===== src/rtl/bpu_upd_sched.sv =====
// Update-path sequencer for the branch predictor: sweeps the PHT after reset, then queues
// retire-port update records and issues one per cycle, yielding to fetch BTB lookups for a bounded time.
module bpu_upd_sched #(
   parameter int unsigned UPD_W     = 64,
   parameter int unsigned DEPTH     = 4,
   parameter int unsigned PHT_IDX_W = 8,
   parameter int unsigned MAX_DEFER = 3
) (
   input  logic                 clk,
   input  logic                 rst,
   input  logic                 i_flush,
   input  logic                 i_bpu_rd_busy,
   input  logic                 i_upd0_vld,
   input  logic [UPD_W-1:0]     i_upd0_info,
   output logic                 o_upd0_rdy,
   input  logic                 i_upd1_vld,
   input  logic [UPD_W-1:0]     i_upd1_info,
   output logic                 o_upd1_rdy,
   output logic                 o_bpu_upd_vld,
   output logic [UPD_W-1:0]     o_bpu_upd_info,
   output logic                 o_bpu_init_vld,
   output logic [PHT_IDX_W-1:0] o_bpu_init_idx,
   output logic                 o_busy
);

   localparam int unsigned PTR_W = $clog2(DEPTH);
   localparam int unsigned CNT_W = PTR_W + 1;
   localparam int unsigned DEF_W = (MAX_DEFER < 1) ? 1 : $clog2(MAX_DEFER + 1);

   typedef enum logic {S_INIT, S_RUN} state_t;

   state_t               state, state_nxt;
   logic [PHT_IDX_W-1:0] init_cnt;
   logic [UPD_W-1:0]     mem [DEPTH];
   logic [PTR_W-1:0]     wr_ptr, wr_ptr1, rd_ptr;
   logic [CNT_W-1:0]     cnt, cnt_nxt, free;
   logic [DEF_W-1:0]     defer_cnt;
   logic                 init_act, run, head_vld, defer_max;
   logic                 acc0, acc1, pop, defer_inc;

   always_ff @(posedge clk) begin
      if (rst) state <= S_INIT;
      else     state <= state_nxt;
   end

   // Next state; reset masks every strobe so outputs stay quiet while rst is high
   always_comb begin
      state_nxt = state;
      init_act  = 1'b0;
      run       = 1'b0;
      case (state)
         S_INIT: begin
            init_act = 1'b1;
            if (init_cnt == {PHT_IDX_W{1'b1}}) state_nxt = S_RUN;
         end
         S_RUN:   run = 1'b1;
         default: state_nxt = S_INIT;
      endcase
      if (rst) begin
         init_act = 1'b0;
         run      = 1'b0;
      end
   end

   // Space is judged on registered occupancy; a same-cycle pop never frees a slot
   assign free       = CNT_W'(DEPTH) - cnt;
   assign head_vld   = (cnt != '0);
   assign defer_max  = (defer_cnt == DEF_W'(MAX_DEFER));
   assign o_upd0_rdy = run & (free >= CNT_W'(1));
   assign o_upd1_rdy = run & ((free >= CNT_W'(2)) | ((free == CNT_W'(1)) & ~i_upd0_vld));
   assign acc0       = i_upd0_vld & o_upd0_rdy;
   assign acc1       = i_upd1_vld & o_upd1_rdy;
   assign pop        = run & head_vld & ~i_flush & (~i_bpu_rd_busy | defer_max);
   assign defer_inc  = run & head_vld & ~i_flush & i_bpu_rd_busy & ~defer_max;
   assign wr_ptr1    = wr_ptr + PTR_W'(1);
   assign cnt_nxt    = cnt + CNT_W'(acc0) + CNT_W'(acc1) - CNT_W'(pop);

   assign o_bpu_upd_vld  = pop;
   assign o_bpu_upd_info = (run & head_vld) ? mem[rd_ptr] : '0;
   assign o_bpu_init_vld = init_act;
   assign o_bpu_init_idx = init_act ? init_cnt : '0;
   assign o_busy         = rst | (state == S_INIT) | head_vld;

   always_ff @(posedge clk) begin
      if (rst) begin
         init_cnt  <= '0;
         wr_ptr    <= '0;
         rd_ptr    <= '0;
         cnt       <= '0;
         defer_cnt <= '0;
      end else begin
         if (init_act) init_cnt <= init_cnt + PHT_IDX_W'(1);
         wr_ptr <= wr_ptr + PTR_W'(acc0) + PTR_W'(acc1);
         if (pop) rd_ptr <= rd_ptr + PTR_W'(1);
         cnt <= cnt_nxt;
         if (pop)            defer_cnt <= '0;
         else if (defer_inc) defer_cnt <= defer_cnt + DEF_W'(1);
      end
   end

   // Port 1 lands behind port 0 when both are accepted, preserving program order
   always_ff @(posedge clk) begin
      if (acc0) mem[wr_ptr] <= i_upd0_info;
      if (acc1) mem[acc0 ? wr_ptr1 : wr_ptr] <= i_upd1_info;
   end

endmodule


===== config.mk =====
export PLATFORM = sky130hd
export DESIGN_NAME = bpu_upd_sched
export DESIGN_NICKNAME = d
export VERILOG_FILES = /design/src/rtl/bpu_upd_sched.sv
export SDC_FILE = /design/constraint.sdc
export NUM_CORES = 1
export LEC_CHECK = 0
export ABC_AREA = 0
export BUFFER_PORTS_ARGS = -buffer_cell sky130_fd_sc_hd__buf_4
export CAP_MARGIN = 0
export CORE_ASPECT_RATIO = 1.25
export CORE_MARGIN = 3
export CORE_UTILIZATION = 58
export CTS_CLUSTER_DIAMETER = 40
export DETAILED_ROUTE_END_ITERATION = 10
export GPL_ROUTABILITY_DRIVEN = 0
export PLACE_DENSITY = 0.88
export SYNTH_ARGS = -nofsm -noshare
export SYNTH_HDL_FRONTEND = slang
export SYNTH_SLANG_ARGS = --single-unit

===== constraint.sdc =====
create_clock -name clk -period 5.5 [get_ports clk]
set_input_delay 0.825 -clock clk [delete_from_list [all_inputs] [get_ports clk]]
set_output_delay 0.825 -clock clk [all_outputs]
set_load 0.01 [all_outputs]

==> impl_metrics.yaml, run 1 <==
synth:
  netlist_top_cells_area: "sky130_fd_sc_hd__edfxtp_1 52%, sky130_fd_sc_hd__mux2_4 20%, sky130_fd_sc_hd__mux4_2 9.8%, sky130_fd_sc_hd__mux2_2 3.0%, sky130_fd_sc_hd__nor2b_1 3.0%"
  syn-cell-area_sq_mm: 0.01478
  number_of_storage_elements_in_the_synthesis_netlist: 276
  synth_edf_count: 256
  yosysTopAreaCell: "sky130_fd_sc_hd__edfxtp_1"
  syn_inst: 833
  async_reset_ff_share_pct: 0
  synth_area_per_inst_sq_um: 17.74
  synth.net_count: 981
  dominantRegCellSynth: "sky130_fd_sc_hd__edfxtp_1"
  yosys.area.top_type_share_pct: 52.02
  synth-warning-count: 0
  synth.lib_cells_used.distinct: 44
  synth_sequential_area_ratio_pct: 54.73
global_routing:
  grt_start_max_net_pins: 68
  gr-total-overflow: 0
  globalRouteTotalUtil_pct: 23.13
  grt_pass1_wl_mm: 48.88
  antenna_found_initial: 1
  via_count_of_the_first_global_routing_pass: 8663
timing:
  max_clock_freq_ghz: 0.2539
  fin_crit_ns: 3.939
  grt_setup_unrepaired: "no"
  fin_worst_skew_ns: 0.009509
  slew_viol_final: 0
  tightest_slew_ns: 1.048
  hold_viol_final: 0
  setup_tns_final_ns: 0
  finalSetupViolCount: 0
  fin_crit_sh_pct: 71.62
  maxSlewHeadroom_pct: 30.13
pwr:
  ir_drop_mv: 0.2717
  total_leakage_power_uw: 0.006969
  powerDensity_mw_per_mm2: 267.2
cells_and_area:
  commonest_non_fill_non_tap_cell_in_the_layout: "sky130_fd_sc_hd__edfxtp_1"
  area_delta_synth_final_pct: 18.97
  layout-drive-gt1-share_pct: 55.27
  most-common-layout-cells: "256 x sky130_fd_sc_hd__edfxtp_1, 219 x sky130_fd_sc_hd__buf_4, 196 x sky130_fd_sc_hd__mux2_4, 70 x sky130_fd_sc_hd__nor2b_1, 64 x sky130_fd_sc_hd__mux4_2"
  layout.nets: 1179
  fin_area_sq_mm: 0.01758
setup_path:
  cell_type_of_the_slowest_stage_on_the_worst_timing_path: "sky130_fd_sc_hd__nand2_4"
  worst-setup-path-type: "flip-flop to flip-flop"
  crit_chain: "inv_1 -> ha_1 -> ha_1 -> nor4b_1 -> nor4_1 -> o21ai_4 -> nand2_4"
  setup.worst_path.start_class: "flip-flop"
  cp_top_family: "simple AND/OR/NAND/NOR gates"
  timing.critical_path.required_ns: 5.53
  critical_path.max_stage_delay_ns: 0.82
  worst_ep_arrival_time_ns: 3.97
  cp_num_buf_inv: 1
  cell_type_with_the_highest_occurrence_count_on_the_critical_path: "sky130_fd_sc_hd__ha_1"
  worstPathMaxFanout: 64
  timing.critical_path.to_type: "flip-flop"
clocking:
  cts-hold-fix-buffers: 0
  post_cts.repair.setup_buffers: 0
  cts_root_buffer: "sky130_fd_sc_hd__clkbuf_16"
  ctsHtreeMaxLevel: 1
  cts.reportedPaths.clkPinSlew_ns: 0.06
  numClockSinks: 276
  numCtsBuffers: 31
  worst_skew_pair.late_latency_ns: 0.54
  postCtsResizedCells: 0
  tritoncts: "done"
  clockBufferDepth: 3
job:
  timing.max_cap.violations: 0
placement:
  postPlaceCellArea_sq_mm: 0.01651
  detailedPlacementHpwl_mm: 19.31
  buffer_ports.inserted: 210
detailed_routing:
  drtIter0Drc: 503
  detail_route.drc_violations: 0
  num_vias: 8104
  firstDrtPassIters: 5
  antenna_left: 0
  total_wire_length_after_detailed_routing_mm: 32.12
  wl_per_cell_um: 23.21
  routed_via_density: 5.855
floorplanning:
  floorplan.core_area_sq_mm: 0.02474
  floorplan.die.width_um: 148.8
  row_count: 64
  io_pins: 211
  fp.dieArea_sq_mm: 0.02744
  die_height_um: 184.5
  initial_core_util_pct: 59.72
outcome:
  status: "finished clean"
min_path:
  worst_hold_path_type: "flip-flop to flip-flop"
## routing by layer
metal / vias up / part of all wire [%] / track usage [%]
met2: 313 / 52 / 41.14
met3: 66 / 6.5 / 3.394
li1: 3652 / - / -
met1: 4073 / 38 / 29.11
met5: - / 0 / 0
met4: 0 / 3.1 / 8.059
## logic make-up (layout without fill, tap and decap cells)
group	after synthesis	in the layout	share of synthesized area, %
XOR/XNOR	11	11	0.6520
buffers and inverters	64	284	2.972
other	0	1	0
AO/OA/AOI/OAI	14	14	0.7620
multiplexers	322	322	34.37
flip-flops	276	276	54.73
adder cells (fa/ha/maj)	14	14	1.338
AND/OR/NAND/NOR	132	132	5.173
## per-stage QoR
stage	worst slack [ns]	utilization (%)	hold slack, ns	power, uW	std cells
3_5_place_dp	1.611	66.74	0.4449	2608	1328
2_1_floorplan	1.573	-	0.4280	2472	833
5_1_grt	1.266	71.05	0.4916	4828	1384
6_report	1.561	71.05	0.4493	4698	1384
3_3_place_gp	1.689	66.74	0.4268	2597	1328
4_1_cts	1.569	71.04	0.4528	4720	1383
## worst paths after layout
| kind | cells past startpoint | start | end | slack (ns) |
|---|---|---|---|---|
| hold reg to reg | 1 | rd_ptr[1] | flip-flop | 0.45 |
| setup / recovery | 7 | cnt[1] | mem[1][42] | 1.56 |
| hold / removal | 1 | rd_ptr[1] | flip-flop | 0.45 |
| setup reg to reg | 7 | cnt[1] | mem[1][42] | 1.56 |
## cells in the mapped netlist, drive strengths merged (2+ instances only)
| library cell | count |
|---|---|
| xnor2 | 8 |
| edfxtp | 256 |
| xor2 | 3 |
| nand2b | 3 |
| a21oi | 2 |
| fa | 3 |
| nand2 | 14 |
| nor4 | 2 |
| nor2 | 17 |
| inv | 10 |
| dfxtp | 20 |
| o21ai | 6 |
| buf | 37 |
| ha | 11 |
| and2 | 7 |
| nor2b | 70 |
| and4 | 2 |
| nand4 | 2 |
| a211oi | 4 |
| or3b | 2 |
| nor3 | 5 |
| clkbuf | 17 |
| mux2i | 2 |
| mux2 | 256 |
| mux4 | 64 |
## power by group
part / internal (uW) / switching, uW / leakage [uW]
registers: 2290 / 2.10 / 0.00246
clock network: 1320 / 813 / 0.000500
logic: 177 / 97.4 / 0.00401
total: 3790 / 913 / 0.00697
## flip-flops by register name, summed over array words and instances (netlist names), named ones only
signal and count:
state 1, init_cnt 8, rd_ptr 2, wr_ptr 2, defer_cnt 2, mem 256
cnt 3
## layout make-up
cell class / instances / area, sq um
inverters: 10 / 37.54
repair buffers: 219 / 1644
diodes: 1 / 2.502
clock buffers: 37 / 798.3
well taps: 330 / 412.9
clock inverters: 18 / 265.3
fillers: 1527 / 7163
multi-input cells: 493 / 6325
flip-flops and latches: 276 / 8095
Power figures use the tool's default switching activity.
==> inputs of run 2 (changes only) <==
--- a/config.mk
+++ b/config.mk
@@ -10,11 +10,11 @@
 export CAP_MARGIN = 0
 export CORE_ASPECT_RATIO = 1.25
 export CORE_MARGIN = 3
-export CORE_UTILIZATION = 58
+export CORE_UTILIZATION = 52
 export CTS_CLUSTER_DIAMETER = 40
 export DETAILED_ROUTE_END_ITERATION = 10
 export GPL_ROUTABILITY_DRIVEN = 0
-export PLACE_DENSITY = 0.88
+export PLACE_DENSITY = 0.83
 export SYNTH_ARGS = -nofsm -noshare
 export SYNTH_HDL_FRONTEND = slang
 export SYNTH_SLANG_ARGS = --single-unit
==> constraint.sdc (replaced) <==
create_clock -name clk -period 3.5 [get_ports clk]
set_input_delay 0.525 -clock clk [delete_from_list [all_inputs] [get_ports clk]]
set_output_delay 0.525 -clock clk [all_outputs]
set_load 0.01 [all_outputs]
==> impl_metrics.yaml, run 2 (synthesis results as in run 1) <==
cells_and_area:
  largest-register: "mem"
  fill_cells: 1891
  final_util_pct: 65.12
  layout.nets: 1199
  reg_top3: "mem (256), init_cnt (8), cnt (3)"
  most-common-layout-cells: "256 x sky130_fd_sc_hd__edfxtp_1, 217 x sky130_fd_sc_hd__buf_4, 196 x sky130_fd_sc_hd__mux2_4, 70 x sky130_fd_sc_hd__nor2b_1, 64 x sky130_fd_sc_hd__mux4_2"
  area_delta_synth_final_pct: 22.60
  layout-drive-gt1-share_pct: 56.44
  largest_register_ffs: 256
  commonest_non_fill_non_tap_cell_in_the_layout: "sky130_fd_sc_hd__edfxtp_1"
timing:
  fin_crit_sh_pct: 93.34
  fin_crit_ns: 3.267
  fin_worst_skew_ns: 0.01864
  finalSetupViolCount: 0
  setup_tns_final_ns: 0
  hold_viol_final: 0
  slew_viol_final: 0
  tightest_slew_ns: 0.9041
  grt_setup_unrepaired: "no"
  max_clock_freq_ghz: 0.3061
  maxSlewHeadroom_pct: 39.73
setup_path:
  worstPathMaxFanout: 66
  timing.critical_path.to_type: "primary output"
  cp_num_buf_inv: 3
  worst-setup-path-type: "flip-flop to primary output"
  worst_ep_arrival_time_ns: 2.74
  cell_type_of_the_slowest_stage_on_the_worst_timing_path: "sky130_fd_sc_hd__buf_4"
  crit_chain: "inv_1 -> ha_1 -> ha_1 -> or3b_4 -> buf_4 -> nor2b_1 -> buf_4"
  setup.worst_path.start_class: "flip-flop"
  critical_path.max_stage_delay_ns: 0.41
  timing.critical_path.required_ns: 2.97
  cp_top_family: "buffers and inverters"
pwr:
  ir_drop_mv: 0.3312
  power_uw: 7842
  powerDensity_mw_per_mm2: 432.9
  total_leakage_power_uw: 0.007235
clocking:
  numCtsBuffers: 37
  post_cts.repair.setup_buffers: 0
  cts.reportedPaths.clkPinSlew_ns: 0.06
  ctsHtreeMaxLevel: 2
  numClockSinks: 276
  worst_skew_pair.late_latency_ns: 0.52
  clockBufferDepth: 3
  cts_root_buffer: "sky130_fd_sc_hd__clkbuf_16"
  tritoncts: "done"
  cts-hold-fix-buffers: 0
  postCtsResizedCells: 0
floorplanning:
  initial_core_util_pct: 53.12
  floorplan.die.width_um: 156.8
  floorplan.core_area_sq_mm: 0.02782
  fp.dieArea_sq_mm: 0.03049
  die_height_um: 194.5
  io_pins: 211
  row_count: 68
detailed_routing:
  drtIter0Drc: 424
  antenna_left: 0
  routed_via_density: 5.696
  wl_per_cell_um: 22.41
  detail_route.drc_violations: 0
  num_vias: 8151
  firstDrtPassIters: 5
  total_wire_length_after_detailed_routing_mm: 32.07
global_routing:
  via_count_of_the_first_global_routing_pass: 8939
  grt_start_max_net_pins: 67
  globalRouteTotalUtil_pct: 20.94
  grt_pass1_wl_mm: 49.52
  gr-total-overflow: 0
  antenna_found_initial: 2
outcome:
  status: "finished clean"
min_path:
  worst_hold_path_type: "input port to flip-flop"
placement:
  buffer_ports.inserted: 210
  detailedPlacementHpwl_mm: 20.03
job:
  timing.max_cap.violations: 0
run 2: cell count changes in the layout (fill, tap and decap cells not counted):
| cell | previous run | this run |
|---|---|---|
| sky130_fd_sc_hd__buf_4 | 219 | 217 |
| sky130_fd_sc_hd__clkinv_1 | 3 | 4 |
| sky130_fd_sc_hd__bufinv_16 | 6 | 5 |
| sky130_fd_sc_hd__clkbuf_1 | 6 | 4 |
| sky130_fd_sc_hd__clkinv_8 | 0 | 3 |
| sky130_fd_sc_hd__clkbuf_8 | 0 | 1 |
| sky130_fd_sc_hd__inv_6 | 1 | 6 |
| sky130_fd_sc_hd__clkinvlp_4 | 4 | 0 |
| sky130_fd_sc_hd__clkinv_4 | 4 | 3 |
| sky130_fd_sc_hd__clkbuf_16 | 31 | 37 |
| sky130_fd_sc_hd__clkinv_2 | 0 | 4 |
| sky130_fd_sc_hd__diode_2 | 1 | 2 |
| sky130_fd_sc_hd__buf_12 | 0 | 16 |
run 2: worst paths after layout:
kind                    from                 end  slack, ns  cells past startpoint
min reg2reg        rd_ptr[1]           flip-flop       0.46                      1
min          i_upd1_info[63]          mem[1][63]       0.32                      2
max                   cnt[0]  o_bpu_upd_info[63]       0.23                      7
max reg2reg           cnt[0]              cnt[1]       0.33                     10
run 2: routing by layer:
metal / global-route usage (%) / vias up / wire length [um]
met5: 0 / - / 0
met4: 7.817 / 0 / 1027
met3: 3.786 / 68 / 1857
met2: 37.41 / 239 / 16990
met1: 24.97 / 4151 / 12190
li1: - / 3693 / -
run 2: stage by stage:
step / cells / instance area [sq um] / setup slack [ns] / hold WS (ns)
global placement: 1362 / 16840 / 0.4517 / 0.4291
floorplan: 833 / 14790 / 0.2197 / 0.4280
finish: 1431 / 18120 / 0.2329 / 0.3156
CTS: 1429 / 18110 / 0.1812 / 0.2959
global route: 1431 / 18120 / 0.1089 / 0.3046
detailed placement: 1362 / 16840 / 0.3680 / 0.4420
run 2: power by group:
group,total [uW],switching [uW],internal [uW]
sequential,3610,3.38,3600
combinational,417,139,277
clock,3820,1450,2370
total,7840,1590,6250
run 2: area by class of cell:
| class | count | area (sq um) | area share, % |
|---|---|---|---|
| Timing Repair Buffer | 233 | 1949 | 10.76 |
| Antenna cell | 2 | 5.005 | 0.02762 |
| Multi-Input combinational cell | 493 | 6325 | 34.91 |
| Clock inverter | 25 | 312.8 | 1.727 |
| Clock buffer | 42 | 954.7 | 5.269 |
| Tap cell | 350 | 437.9 | 2.417 |
| Sequential cell | 276 | 8095 | 44.68 |
| Inverter | 10 | 37.54 | 0.2072 |
